===== src/rtl/addsub_pkg.sv =====
// Shared constants and saturation-bound helpers for the add/subtract pipeline.
package addsub_pkg;

    localparam logic OP_SUB = 1'b0;
    localparam logic OP_ADD = 1'b1;

    // Largest representable value: 0111..1 signed, 1111..1 unsigned.
    function automatic logic [63:0] sat_max(input int width, input logic is_signed);
        if (is_signed) begin
            return (64'd1 << (width - 1)) - 64'd1;
        end
        return (64'd1 << width) - 64'd1;
    endfunction

    function automatic logic [63:0] sat_min(input int width, input logic is_signed);
        if (is_signed) begin
            return 64'd1 << (width - 1);
        end
        return 64'd0;
    endfunction

endpackage


===== src/rtl/addsub_if.sv =====
// Operand/result stream bundle for the add/subtract unit.
interface addsub_if #(
    parameter int WIDTH = 5
);
    logic             in_valid;
    logic             in_ready;
    logic [WIDTH-1:0] in_a;
    logic [WIDTH-1:0] in_b;
    logic             in_op;
    logic             in_signed;
    logic             out_valid;
    logic             out_ready;
    logic [WIDTH-1:0] out_res;
    logic             out_cb;
    logic             out_ovf;
    logic             out_zero;

    modport master (
        output in_valid, in_a, in_b, in_op, in_signed, out_ready,
        input  in_ready, out_valid, out_res, out_cb, out_ovf, out_zero
    );

    modport slave (
        input  in_valid, in_a, in_b, in_op, in_signed, out_ready,
        output in_ready, out_valid, out_res, out_cb, out_ovf, out_zero
    );
endinterface


===== src/rtl/addsub_core.sv =====
// Combinational first-stage math: WIDTH+1-bit raw result, carry/borrow and
// overflow in the selected signedness.
module addsub_core
    import addsub_pkg::*;
#(
    parameter int WIDTH = 5
) (
    input  logic [WIDTH-1:0] a,
    input  logic [WIDTH-1:0] b,
    input  logic             op,
    input  logic             sgn,
    output logic [WIDTH:0]   raw,
    output logic             cb,
    output logic             ovf
);
    logic sign_a;
    logic sign_b;
    logic sign_r;
    logic s_ovf;

    always_comb begin
        if (op == OP_ADD) begin
            raw = {1'b0, a} + {1'b0, b};
        end else begin
            raw = {1'b0, a} - {1'b0, b};
        end
        cb     = raw[WIDTH];
        sign_a = a[WIDTH-1];
        sign_b = b[WIDTH-1];
        sign_r = raw[WIDTH-1];
        if (op == OP_ADD) begin
            s_ovf = (sign_a == sign_b) && (sign_r != sign_a);
        end else begin
            s_ovf = (sign_a != sign_b) && (sign_r != sign_a);
        end
        ovf = sgn ? s_ovf : cb;
    end
endmodule


===== src/rtl/addsub_pipe.sv =====
// Two-stage stallable add/subtract unit: S1 holds the raw math, S2 applies
// saturation and presents the result; overflow-event counter sticks at all-ones.
module addsub_pipe
    import addsub_pkg::*;
#(
    parameter int WIDTH  = 5,
    parameter int SAT_EN = 0,
    parameter int CNT_W  = 16
) (
    input  logic             clk,
    input  logic             rst,
    addsub_if.slave          bus,
    output logic [CNT_W-1:0] ovf_cnt
);
    logic [WIDTH:0]   core_raw;
    logic             core_cb;
    logic             core_ovf;

    logic             s1_v_q, s1_v_d;
    logic [WIDTH:0]   s1_raw_q, s1_raw_d;
    logic             s1_cb_q, s1_cb_d;
    logic             s1_ovf_q, s1_ovf_d;
    logic             s1_op_q, s1_op_d;
    logic             s1_sgn_q, s1_sgn_d;
    logic             s1_asign_q, s1_asign_d;

    logic             s2_v_q, s2_v_d;
    logic [WIDTH-1:0] s2_res_q, s2_res_d;
    logic             s2_cb_q, s2_cb_d;
    logic             s2_ovf_q, s2_ovf_d;
    logic             s2_zero_q, s2_zero_d;

    logic [CNT_W-1:0] ovf_cnt_q, ovf_cnt_d;

    logic             s2_load;
    logic             s1_load;
    logic             accept;
    logic [WIDTH-1:0] sat_hi;
    logic [WIDTH-1:0] sat_lo;
    logic [WIDTH-1:0] sat_res;

    addsub_core #(.WIDTH(WIDTH)) u_core (
        .a   (bus.in_a),
        .b   (bus.in_b),
        .op  (bus.in_op),
        .sgn (bus.in_signed),
        .raw (core_raw),
        .cb  (core_cb),
        .ovf (core_ovf)
    );

    always_comb begin
        s2_load = !s2_v_q || bus.out_ready;
        s1_load = !s1_v_q || s2_load;
        accept  = bus.in_valid && !rst && s1_load;
    end

    // Signed clamp direction follows A's sign: an overflow always lands on A's side.
    always_comb begin
        sat_hi = WIDTH'(sat_max(WIDTH, s1_sgn_q));
        sat_lo = WIDTH'(sat_min(WIDTH, s1_sgn_q));
        if ((SAT_EN != 0) && s1_ovf_q) begin
            if (s1_sgn_q) begin
                sat_res = s1_asign_q ? sat_lo : sat_hi;
            end else begin
                sat_res = (s1_op_q == OP_ADD) ? sat_hi : sat_lo;
            end
        end else begin
            sat_res = s1_raw_q[WIDTH-1:0];
        end
    end

    always_comb begin
        s1_v_d     = s1_v_q;
        s1_raw_d   = s1_raw_q;
        s1_cb_d    = s1_cb_q;
        s1_ovf_d   = s1_ovf_q;
        s1_op_d    = s1_op_q;
        s1_sgn_d   = s1_sgn_q;
        s1_asign_d = s1_asign_q;
        if (s1_load) begin
            s1_v_d = accept;
            if (accept) begin
                s1_raw_d   = core_raw;
                s1_cb_d    = core_cb;
                s1_ovf_d   = core_ovf;
                s1_op_d    = bus.in_op;
                s1_sgn_d   = bus.in_signed;
                s1_asign_d = bus.in_a[WIDTH-1];
            end
        end
    end

    always_comb begin
        s2_v_d    = s2_v_q;
        s2_res_d  = s2_res_q;
        s2_cb_d   = s2_cb_q;
        s2_ovf_d  = s2_ovf_q;
        s2_zero_d = s2_zero_q;
        if (s2_load) begin
            s2_v_d = s1_v_q;
            if (s1_v_q) begin
                s2_res_d  = sat_res;
                s2_cb_d   = s1_cb_q;
                s2_ovf_d  = s1_ovf_q;
                s2_zero_d = (sat_res == '0);
            end
        end
    end

    always_comb begin
        ovf_cnt_d = ovf_cnt_q;
        if (s2_v_q && bus.out_ready && s2_ovf_q && (ovf_cnt_q != '1)) begin
            ovf_cnt_d = ovf_cnt_q + CNT_W'(1);
        end
    end

    always_ff @(posedge clk) begin
        if (rst) begin
            s1_v_q     <= 1'b0;
            s1_raw_q   <= '0;
            s1_cb_q    <= 1'b0;
            s1_ovf_q   <= 1'b0;
            s1_op_q    <= 1'b0;
            s1_sgn_q   <= 1'b0;
            s1_asign_q <= 1'b0;
            s2_v_q     <= 1'b0;
            s2_res_q   <= '0;
            s2_cb_q    <= 1'b0;
            s2_ovf_q   <= 1'b0;
            s2_zero_q  <= 1'b0;
            ovf_cnt_q  <= '0;
        end else begin
            s1_v_q     <= s1_v_d;
            s1_raw_q   <= s1_raw_d;
            s1_cb_q    <= s1_cb_d;
            s1_ovf_q   <= s1_ovf_d;
            s1_op_q    <= s1_op_d;
            s1_sgn_q   <= s1_sgn_d;
            s1_asign_q <= s1_asign_d;
            s2_v_q     <= s2_v_d;
            s2_res_q   <= s2_res_d;
            s2_cb_q    <= s2_cb_d;
            s2_ovf_q   <= s2_ovf_d;
            s2_zero_q  <= s2_zero_d;
            ovf_cnt_q  <= ovf_cnt_d;
        end
    end

    assign bus.in_ready  = !rst && s1_load;
    assign bus.out_valid = s2_v_q;
    assign bus.out_res   = s2_res_q;
    assign bus.out_cb    = s2_cb_q;
    assign bus.out_ovf   = s2_ovf_q;
    assign bus.out_zero  = s2_zero_q;
    assign ovf_cnt       = ovf_cnt_q;
endmodule


===== src/flat_wrapper.sv =====
// flat-port wrapper written by rule: the top's interface ports become plain ports
module addsub_pipe_flat import addsub_pkg::*;
#(
    parameter int WIDTH  = 5,
    parameter int SAT_EN = 0,
    parameter int CNT_W  = 16
)
  (clk, rst, ovf_cnt, bus_in_valid, bus_in_a, bus_in_b, bus_in_op, bus_in_signed, bus_out_ready, bus_in_ready, bus_out_valid, bus_out_res, bus_out_cb, bus_out_ovf, bus_out_zero);
  addsub_if #(.WIDTH(WIDTH)) bus_i ();
  input  logic clk;
  input  logic rst;
  output logic [CNT_W-1:0] ovf_cnt;
  input wire logic [$bits(bus_i.in_valid)-1:0] bus_in_valid;
  input wire logic [$bits(bus_i.in_a)-1:0] bus_in_a;
  input wire logic [$bits(bus_i.in_b)-1:0] bus_in_b;
  input wire logic [$bits(bus_i.in_op)-1:0] bus_in_op;
  input wire logic [$bits(bus_i.in_signed)-1:0] bus_in_signed;
  input wire logic [$bits(bus_i.out_ready)-1:0] bus_out_ready;
  output wire logic [$bits(bus_i.in_ready)-1:0] bus_in_ready;
  output wire logic [$bits(bus_i.out_valid)-1:0] bus_out_valid;
  output wire logic [$bits(bus_i.out_res)-1:0] bus_out_res;
  output wire logic [$bits(bus_i.out_cb)-1:0] bus_out_cb;
  output wire logic [$bits(bus_i.out_ovf)-1:0] bus_out_ovf;
  output wire logic [$bits(bus_i.out_zero)-1:0] bus_out_zero;
  assign bus_i.in_valid = bus_in_valid;
  assign bus_i.in_a = bus_in_a;
  assign bus_i.in_b = bus_in_b;
  assign bus_i.in_op = bus_in_op;
  assign bus_i.in_signed = bus_in_signed;
  assign bus_i.out_ready = bus_out_ready;
  assign bus_in_ready = bus_i.in_ready;
  assign bus_out_valid = bus_i.out_valid;
  assign bus_out_res = bus_i.out_res;
  assign bus_out_cb = bus_i.out_cb;
  assign bus_out_ovf = bus_i.out_ovf;
  assign bus_out_zero = bus_i.out_zero;
  addsub_pipe #(.WIDTH(WIDTH), .SAT_EN(SAT_EN), .CNT_W(CNT_W)) u_core (.clk(clk), .rst(rst), .bus(bus_i), .ovf_cnt(ovf_cnt));
endmodule

===== config.mk =====
export PLATFORM = sky130hd
export DESIGN_NAME = addsub_pipe_flat
export DESIGN_NICKNAME = d
export VERILOG_FILES = /design/src/rtl/addsub_pkg.sv /design/src/rtl/addsub_if.sv /design/src/rtl/addsub_core.sv /design/src/rtl/addsub_pipe.sv /design/src/flat_wrapper.sv
export SDC_FILE = /design/constraint.sdc
export NUM_CORES = 1
export LEC_CHECK = 0
export CORE_AREA = 3 3 67 69
export DETAILED_ROUTE_END_ITERATION = 10
export DIE_AREA = 0 0 70 72
export HOLD_SLACK_MARGIN = 0.08
export PLACE_DENSITY = 0.69
export SLEW_MARGIN = 20
export SYNTH_ARGS = -nofsm -noshare
export SYNTH_HDL_FRONTEND = slang
export SYNTH_SLANG_ARGS = --single-unit

===== constraint.sdc =====
create_clock -name clk -period 2.5 [get_ports clk]
set_input_delay 0.25 -clock clk [delete_from_list [all_inputs] [get_ports clk]]
set_output_delay 0.25 -clock clk [all_outputs]
set_load 0.01 [all_outputs]

==> Word level (Yosys, flattened, before mapping) <==
Index checks and enable logic that the tools add are counted.
{ "word_totals": {"reg_bits": 33, "latchBits": 0, "ramBits": 0, "mem_bits_ro": 0, "n_memories": 0} }
{ "classes": {"n_addsub": 3, "mul": 0, "div_mod_pow": 0, "magnitude_cmp": 0, "n_eq_ne": 4, "shifts": 0, "n_mux": 3, "n_bitwise": 0, "reduce_logical": 16} }
{ "ops": {"columns": ["cell", "n"], "rows": [
  ["$add 16x1->16 const B", 1],
  ["$ne 16x16->1 const B", 1],
  ["$logic_and 1x1->1", 8],
  ["$add 5x5->6", 1],
  ["$mux 6", 1],
  ["$sub 5x5->6", 1],
  ["$logic_not 5->1", 1],
  ["$reduce_and 2->1", 2],
  ["$logic_not 1->1", 3],
  ["$logic_or 1x1->1", 2],
  ["$mux 1", 2],
  ["$ne 1x1->1", 2],
  ["$eq 1x1->1", 1]
]} }

==> Longest topological paths before layout <==
Gate-level depths: netlist of run 1.
{ "logic_depth": {"word_depth": 6, "ltp_mapped": 10} }

==> Cells and area by module <==
A second synthesis of run 1 with hierarchy kept.
{ "unflattened": {"hier_cells": 212, "hier_area_um2": 1855.5} }
{ "modules_own_cells": {"columns": ["mod", "instances", "cells_per_inst", "area_each_um2", "seq_area_each_um2"], "rows": [
  ["addsub_pipe", 1, 167, 1501.4, 660.6],
  ["addsub_core", 1, 45, 354.1, 0.0]
]} }

==> Least setup slack after synthesis of run 1 <==
No wires, ideal clock.
{ "synth_path": {"path_type": "in2reg", "startpoint": "in bus_in_b[0]", "endpoint": "reg u_core.s1_ovf_q", "setup_ns": 0.070, "arrival_ns": 2.011, "required_time_ns": 2.430, "path_slack_ns": 0.419, "path_stages": 10, "path_buffers": 0, "cell_sequence": "inv_1 -> ha_1 -> mux2_2 -> inv_1 -> fa_1 -> nand2b_1 -> o2bb2ai_1 -> mux4_2 -> nand2_1 -> o2bb2ai_1"} }
{ "synth_between": {"elab_chain_cells": 6} }
{ "synth_rtl": {"columns": ["item", "line_no", "source"], "rows": [
  ["from (decl)", "flat_wrapper.sv:15", "input wire logic [$bits(bus_i.in_b)-1:0] bus_in_b;"],
  ["$sub 5x5->6 or $add 5x5->6 (tied branches)", "addsub_core.sv:25, addsub_core.sv:23", null],
  ["$mux 6 (*)", "addsub_core.sv:22", "if (op == OP_ADD) begin"],
  ["$ne 1x1->1", "addsub_core.sv:32, addsub_core.sv:34", null],
  ["$logic_and 1x1->1, on equally long branches", "addsub_core.sv:34, addsub_core.sv:32", null],
  ["$mux 1", "addsub_core.sv:31", "if (op == OP_ADD) begin"],
  ["$mux 1 (*)", "addsub_core.sv:36", "ovf = sgn ? s_ovf : cb;"],
  ["to (signal assigned)", "addsub_pipe.sv:137", "s1_ovf_q <= s1_ovf_d;"],
  ["to (decl)", "addsub_pipe.sv:22", "logic s1_ovf_q, s1_ovf_d;"]
]} }
Mark *: on every way between the ends. The rest lies on a longest branch, timed or not.
A chain may end at the register's enable or synchronous reset.

==> Worst setup path in the final report of run 1 <==
Same ends and word-level chain as after synthesis.

==> results of run 1 <==
-- logic make-up (layout without fill, tap and decap cells) --
family,after synthesis,in the layout,synth area share
AOI/OAI and AO/OA,21,21,0.0716
xor gates and xnor gates,18,18,0.0903
adders and majority gates,9,9,0.0688
buffers and inverters,14,65,0.0401
DFF,33,33,0.378
muxes,12,12,0.0766
and+or+nand+nor,92,92,0.274
-- power by group through the flow --
stage | registers (W) | logic (W) | clock network, W
floorplan | 0.000574 | 0.000120 | 0
global placement | 0.000575 | 0.000201 | 0
detailed placement | 0.000576 | 0.000205 | 0
CTS | 0.000564 | 0.000206 | 0.000414
global route | 0.000566 | 0.000236 | 0.000430
finish | 0.000564 | 0.000211 | 0.000396
-- cell type report --
class	instances	area, sq um
tap	50	62.6
inverter	8	30.0
timing repair buffer	50	478
fill	383	1620
clock buffer	7	86.3
sequential	33	661
multi-input combinational	152	1030
-- what timing repair did --
item,4_1_cts,5_1_grt
gates resized for setup,0,2
setup endpoints to repair,0,1
hold endpoints to repair,0,0
hold buffers,0,0
-- worst max-delay path, cell delays in order --
cell	delay (ns)
clkdlybuf4s50_1	0.47
inv_1	0.05
ha_1	0.28
mux2_2	0.28
inv_1	0.08
fa_1	0.20
nand2b_4	0.14
o2bb2ai_2	0.13
mux4_2	0.51
nand2_1	0.08
o2bb2ai_1	0.10
-- sequential cells by signal, summed over array words and instances, names as in the netlist --
signal	count
u_core.ovf_cnt	16
u_core.bus.out_res	5
u_core.s1_raw_q	5
u_core.bus.out_cb	1
u_core.bus.out_ovf	1
u_core.bus.out_valid	1
u_core.bus.out_zero	1
u_core.s1_cb_q	1
u_core.s1_ovf_q	1
u_core.s1_v_q	1
-- per-stage QoR --
| stage | utilization | hold slack, ns | TNS, ns | power, W |
|---|---|---|---|---|
| global placement | 0.566 | 0.465 | -0.156 | 0.000777 |
| finish | 0.591 | 0.477 | 0 | 0.00117 |
| detailed placement | 0.566 | 0.467 | -0.308 | 0.000781 |
| CTS | 0.588 | 0.477 | 0 | 0.00118 |
| global route | 0.591 | 0.503 | 0 | 0.00123 |
| floorplan | - | 0.377 | 0 | 0.000694 |
-- worst paths after layout --
kind                                                      start                              end  cells after the start
worst min register to register  u_core.s1_raw_q[2]$_SDFFE_PP0P_  u_core.s1_raw_q[2]$_SDFFE_PP0P_                      2
worst max register to register   u_core.ovf_cnt[0]$_SDFFE_PP0P_  u_core.ovf_cnt[10]$_SDFFE_PP0P_                      7
worst min-delay path            u_core.s1_raw_q[2]$_SDFFE_PP0P_  u_core.s1_raw_q[2]$_SDFFE_PP0P_                      2
worst max-delay path                                bus_in_b[0]     u_core.s1_ovf_q$_SDFFE_PP0P_                     11
-- routing by layer --
metal | wire length [um] | up-vias | track usage
met5 | 0 | - | 0
met4 | 38 | 0 | 0.0532
met3 | 190 | 4 | 0.0471
met2 | 1740 | 37 | 0.264
met1 | 1580 | 672 | 0.181
li1 | - | 789 | -
-- Yosys cell counts (2+ instances only) --
cell / instances / area, sq um
a211oi_1: 2 / 15.0
a21oi_1: 9 / 45.0
buf_2: 2 / 10.0
buf_6: 2 / 22.5
clkbuf_1: 2 / 7.51
dfxtp_1: 33 / 661
ha_1: 8 / 100
inv_1: 8 / 30.0
mux2i_1: 10 / 100
nand2_1: 12 / 45.0
nand2b_1: 5 / 31.3
nand3_1: 10 / 50.1
nand3b_1: 3 / 22.5
nand4_1: 3 / 18.8
nor2_1: 32 / 120
nor2b_1: 2 / 12.5
nor3_1: 11 / 55.1
nor4_1: 3 / 18.8
nor4b_1: 2 / 17.5
o21ai_0: 5 / 25.0
o2bb2ai_1: 2 / 17.5
xnor2_1: 13 / 114
xor2_1: 5 / 43.8
==> flow_metrics.tcl, run 1 <==
set metrics [dict create \
    status "finished, final reports clean" \
    grt_pass1_wl_mm 6.29 \
    vias 1502 \
    ioPinCount 42 \
    post-route-period-util 0.936 \
    overflow 0 \
    combPwrFrac 0.180 \
    synthDistinctLibCells 38 \
    rsz0062_at_grt "no" \
    final_common_cell "clkdlybuf4s50_1" \
    cts.sinks 33 \
    place_area_sq_um 2250 \
    die_area_sq_um 5040 \
    tightest_slew_ns 0.504 \
    initial_core_util 0.440 \
    fmax_ghz 0.427 \
    power.switching_w 0.000287 \
    fin_cells 300 \
    drt_iter0_markers 92 \
    hold_violations 0 \
    synth_seq_cells 33 \
    ir_drop_v 0.000239 \
    antennaDiodeCount 0 \
    drive_gt1_frac 0.0960 \
    yosysSeqAreaShare 0.378 \
    pwr-share-seq 0.482 \
    required_ns 2.71 \
    finalClockSkew_ns 0.00544 \
    yosysWarnings 0 \
    worstPathArrival_ns 2.55 \
    leakagePower_nw 0.918 \
    die_w_um 70 \
    grtUsageTotal 0.153 \
    root_buffer "clkbuf_8" \
    powerDensity_nw_per_um2 499 \
    fp-row-count 23 \
    setup_viol 0 \
    slew_headroom 0.664 \
    finalWorstSetupSlack_ns 0.160 \
    path_clk_slew_ns 0.06 \
    clockPowerShare 0.339 \
    numCtsBuffers 5 \
    avgSynthCellArea_sq_um 8.78 \
    crit_fanout 2 \
    cp-start-kind "primary input" \
    hpwl_mm 2.78 \
    detail_route.wl_per_cell_um 11.8 \
    synthesis.nets 224 \
    drt-total-wl_mm 3.55 \
    synth-edff-count 0 \
    grt_pass1_vias 1411 \
    place_inst 293 \
    stdcell_area_sq_um 2350 \
    syn2layout_area_growth_pct 34.4 \
    synth_area_sq_um 1750 \
    p_sw_frac 0.245 \
    place.gp.congestion 0.758 \
    synth_flop_cell "dfxtp_1" \
    max_cap_viol_count 0 \
    clock_path_buffers 2 \
    core_area_sq_um 3970 \
    grt_max_degree 26 \
    layout_common_cells "clkdlybuf4s50_1 (41), dfxtp_1 (33), nor2_1 (32)" \
    post-cts-setup-buffer-count 0 \
    ctsHtreeMaxLevel 2 \
    antenna_found_initial 0 \
    portBuffers 41 \
    reg2reg_slack_ns 0.88 \
    vias_per_cell 5.01 \
    ant_nets 0 \
    num-nets-final 275 \
    hold_class "flop to flop" \
    intPower_w 0.000883 \
    criticalPathCategory "primary input to flop" \
    cts_tree "built" \
    fin_crit_ns 2.34 \
    slew_viol_final 0 \
    drc 0 \
    die_h_um 72 \
    syn_inst 199 \
    end_kind "flop" \
    worstSkewPairLatency_ns 0.28 \
    dp_worst_setup_slack_ns -0.214 \
    async_flop_share 0 \
    drtPass1Iterations 4 \
]
Power figures use the tool's default switching activity.
==> run 2: changes to the inputs <==
SETUP_SLACK_MARGIN = 0.05   (was not set)
==> flow_metrics.tcl, run 2 (synthesis results as in run 1) <==
set metrics [dict create \
    die_w_um 70 \
    tns_ns 0 \
    reg2reg_slack_ns 0.88 \
    r2r_end "u_core.ovf_cnt[10]$_SDFFE_PP0P_" \
    post-route-period-util 0.935 \
    hold_class "flop to flop" \
    vias_per_cell 4.98 \
    end_kind "flop" \
    grt_pass1_vias 1411 \
    grt_pass1_wl_mm 6.29 \
    path_clk_slew_ns 0.06 \
    root_buffer "clkbuf_8" \
    ant_nets 0 \
    setup_viol 0 \
    timing.hold.ws_ns 0.477 \
    fin_cells 300 \
    rsz0062_at_grt "no" \
    fp-row-count 23 \
    final_common_cell "clkdlybuf4s50_1" \
    cts_tree "built" \
    stdcell_area_sq_um 2360 \
    initial_core_util 0.440 \
    antenna_found_initial 0 \
    grtUsageTotal 0.153 \
    status "finished, final reports clean" \
    core_area_sq_um 3970 \
    numCtsBuffers 5 \
    antennaDiodeCount 0 \
    criticalPathCategory "primary input to flop" \
    max_cap_viol_count 0 \
    drc 0 \
    fmax_ghz 0.428 \
    overflow 0 \
    place_area_sq_um 2250 \
    hpwl_mm 2.78 \
    ctsHtreeMaxLevel 2 \
    worstSkewPairLatency_ns 0.28 \
    clock_path_buffers 2 \
    hold_violations 0 \
    crit_fanout 2 \
    worstPathArrival_ns 2.55 \
    worst_r2r_path_depth 7 \
    drive_gt1_frac 0.100 \
    ir_drop_v 0.000239 \
    drt_iter0_markers 78 \
    drt-total-wl_mm 3.57 \
    fin_crit_ns 2.34 \
    largest_reg_flops 16 \
    die_h_um 72 \
    p_total_w 0.00118 \
    detail_route.wl_per_cell_um 11.9 \
    min_to "u_core.s1_raw_q[2]$_SDFFE_PP0P_" \
    num-nets-final 275 \
    layout_common_cells "clkdlybuf4s50_1 (41), dfxtp_1 (33), nor2_1 (32)" \
    die_area_sq_um 5040 \
    finalClockSkew_ns 0.00544 \
    slew_viol_final 0 \
    place_inst 293 \
    ioPinCount 42 \
    leakagePower_nw 0.920 \
    grt_max_degree 26 \
    place.gp.congestion 0.758 \
    tightest_slew_ns 0.498 \
    cts.sinks 33 \
    min_from "u_core.s1_raw_q[2]$_SDFFE_PP0P_" \
    slew_headroom 0.668 \
    r2r-start "u_core.ovf_cnt[0]$_SDFFE_PP0P_" \
    vias 1494 \
    required_ns 2.71 \
    powerDensity_nw_per_um2 498 \
    syn2layout_area_growth_pct 35.2 \
    drtPass1Iterations 4 \
    hold_depth 2 \
    portBuffers 41 \
    cp-start-kind "primary input" \
]
## run 2: cell counts in the layout (fill, tap and decap cells not counted)
No cell type changed its count.
## run 2: worst max-delay path, stage by stage
cell	delay [ns]
clkdlybuf4s50_1	0.47
inv_1	0.05
ha_1	0.28
mux2_2	0.28
inv_1	0.08
fa_2	0.20
nand2b_4	0.14
o2bb2ai_4	0.13
mux4_2	0.50
nand2_1	0.08
o2bb2ai_1	0.10
## run 2: power breakdown
part	leakage (nW)	switching, W	internal, W	total, W
logic	0.608	0.0000974	0.000120	0.000217
registers	0.268	0.0000149	0.000549	0.000564
clock network	0.0443	0.000178	0.000218	0.000397
## run 2: cell type report
cell class	instances	area, sq um
Tap cell	50	62.6
Inverter	8	30.0
Sequential cell	33	661
Timing Repair Buffer	50	478
Clock buffer	7	86.3
Fill cell	380	1610
Multi-Input combinational cell	152	1040
## run 2: worst max path at each step
stage,startpoint,to,slack (ns),cells past startpoint
6_report,bus_in_b[0],u_core.s1_ovf_q$_SDFFE_PP0P_,0.16,11
5_1_grt,bus_in_b[0],u_core.s1_ovf_q$_SDFFE_PP0P_,0.05,11
4_1_cts,bus_in_b[0],u_core.s1_ovf_q$_SDFFE_PP0P_,0.08,11
3_5_place_dp,bus_in_b[0],u_core.s1_ovf_q$_SDFFE_PP0P_,-0.21,11
3_3_place_gp,bus_in_b[0],u_core.s1_ovf_q$_SDFFE_PP0P_,-0.14,11
2_1_floorplan,bus_in_b[0],u_core.s1_ovf_q$_SDFFE_PP0P_,0.42,10
## run 2: what timing repair did
action                                  CTS  global route
endpoints found under the setup margin    0             2
buffers inserted                          0             0
hold buffers                              0             0
hold endpoints to repair                  0             0
resized for setup                         0             4
## run 2: per-stage QoR
stage          worst slack, ns  utilization
6_report                 0.163        0.595
5_1_grt                 0.0515        0.595
3_3_place_gp            -0.138        0.566
4_1_cts                 0.0841        0.588
3_5_place_dp            -0.214        0.566
2_1_floorplan            0.419            -
## run 2: metal layers
layer | track usage | share of wire
met1 | 0.181 | 0.46
met2 | 0.264 | 0.48
met3 | 0.0471 | 0.052
met4 | 0.0532 | 0.011
met5 | 0 | 0
==> run 3: changes to the inputs <==
SETUP_SLACK_MARGIN = 0.02   (was 0.05)
==> results of run 3 <==
Same layout as run 1: the final DEF is identical, and so are final timing and power.
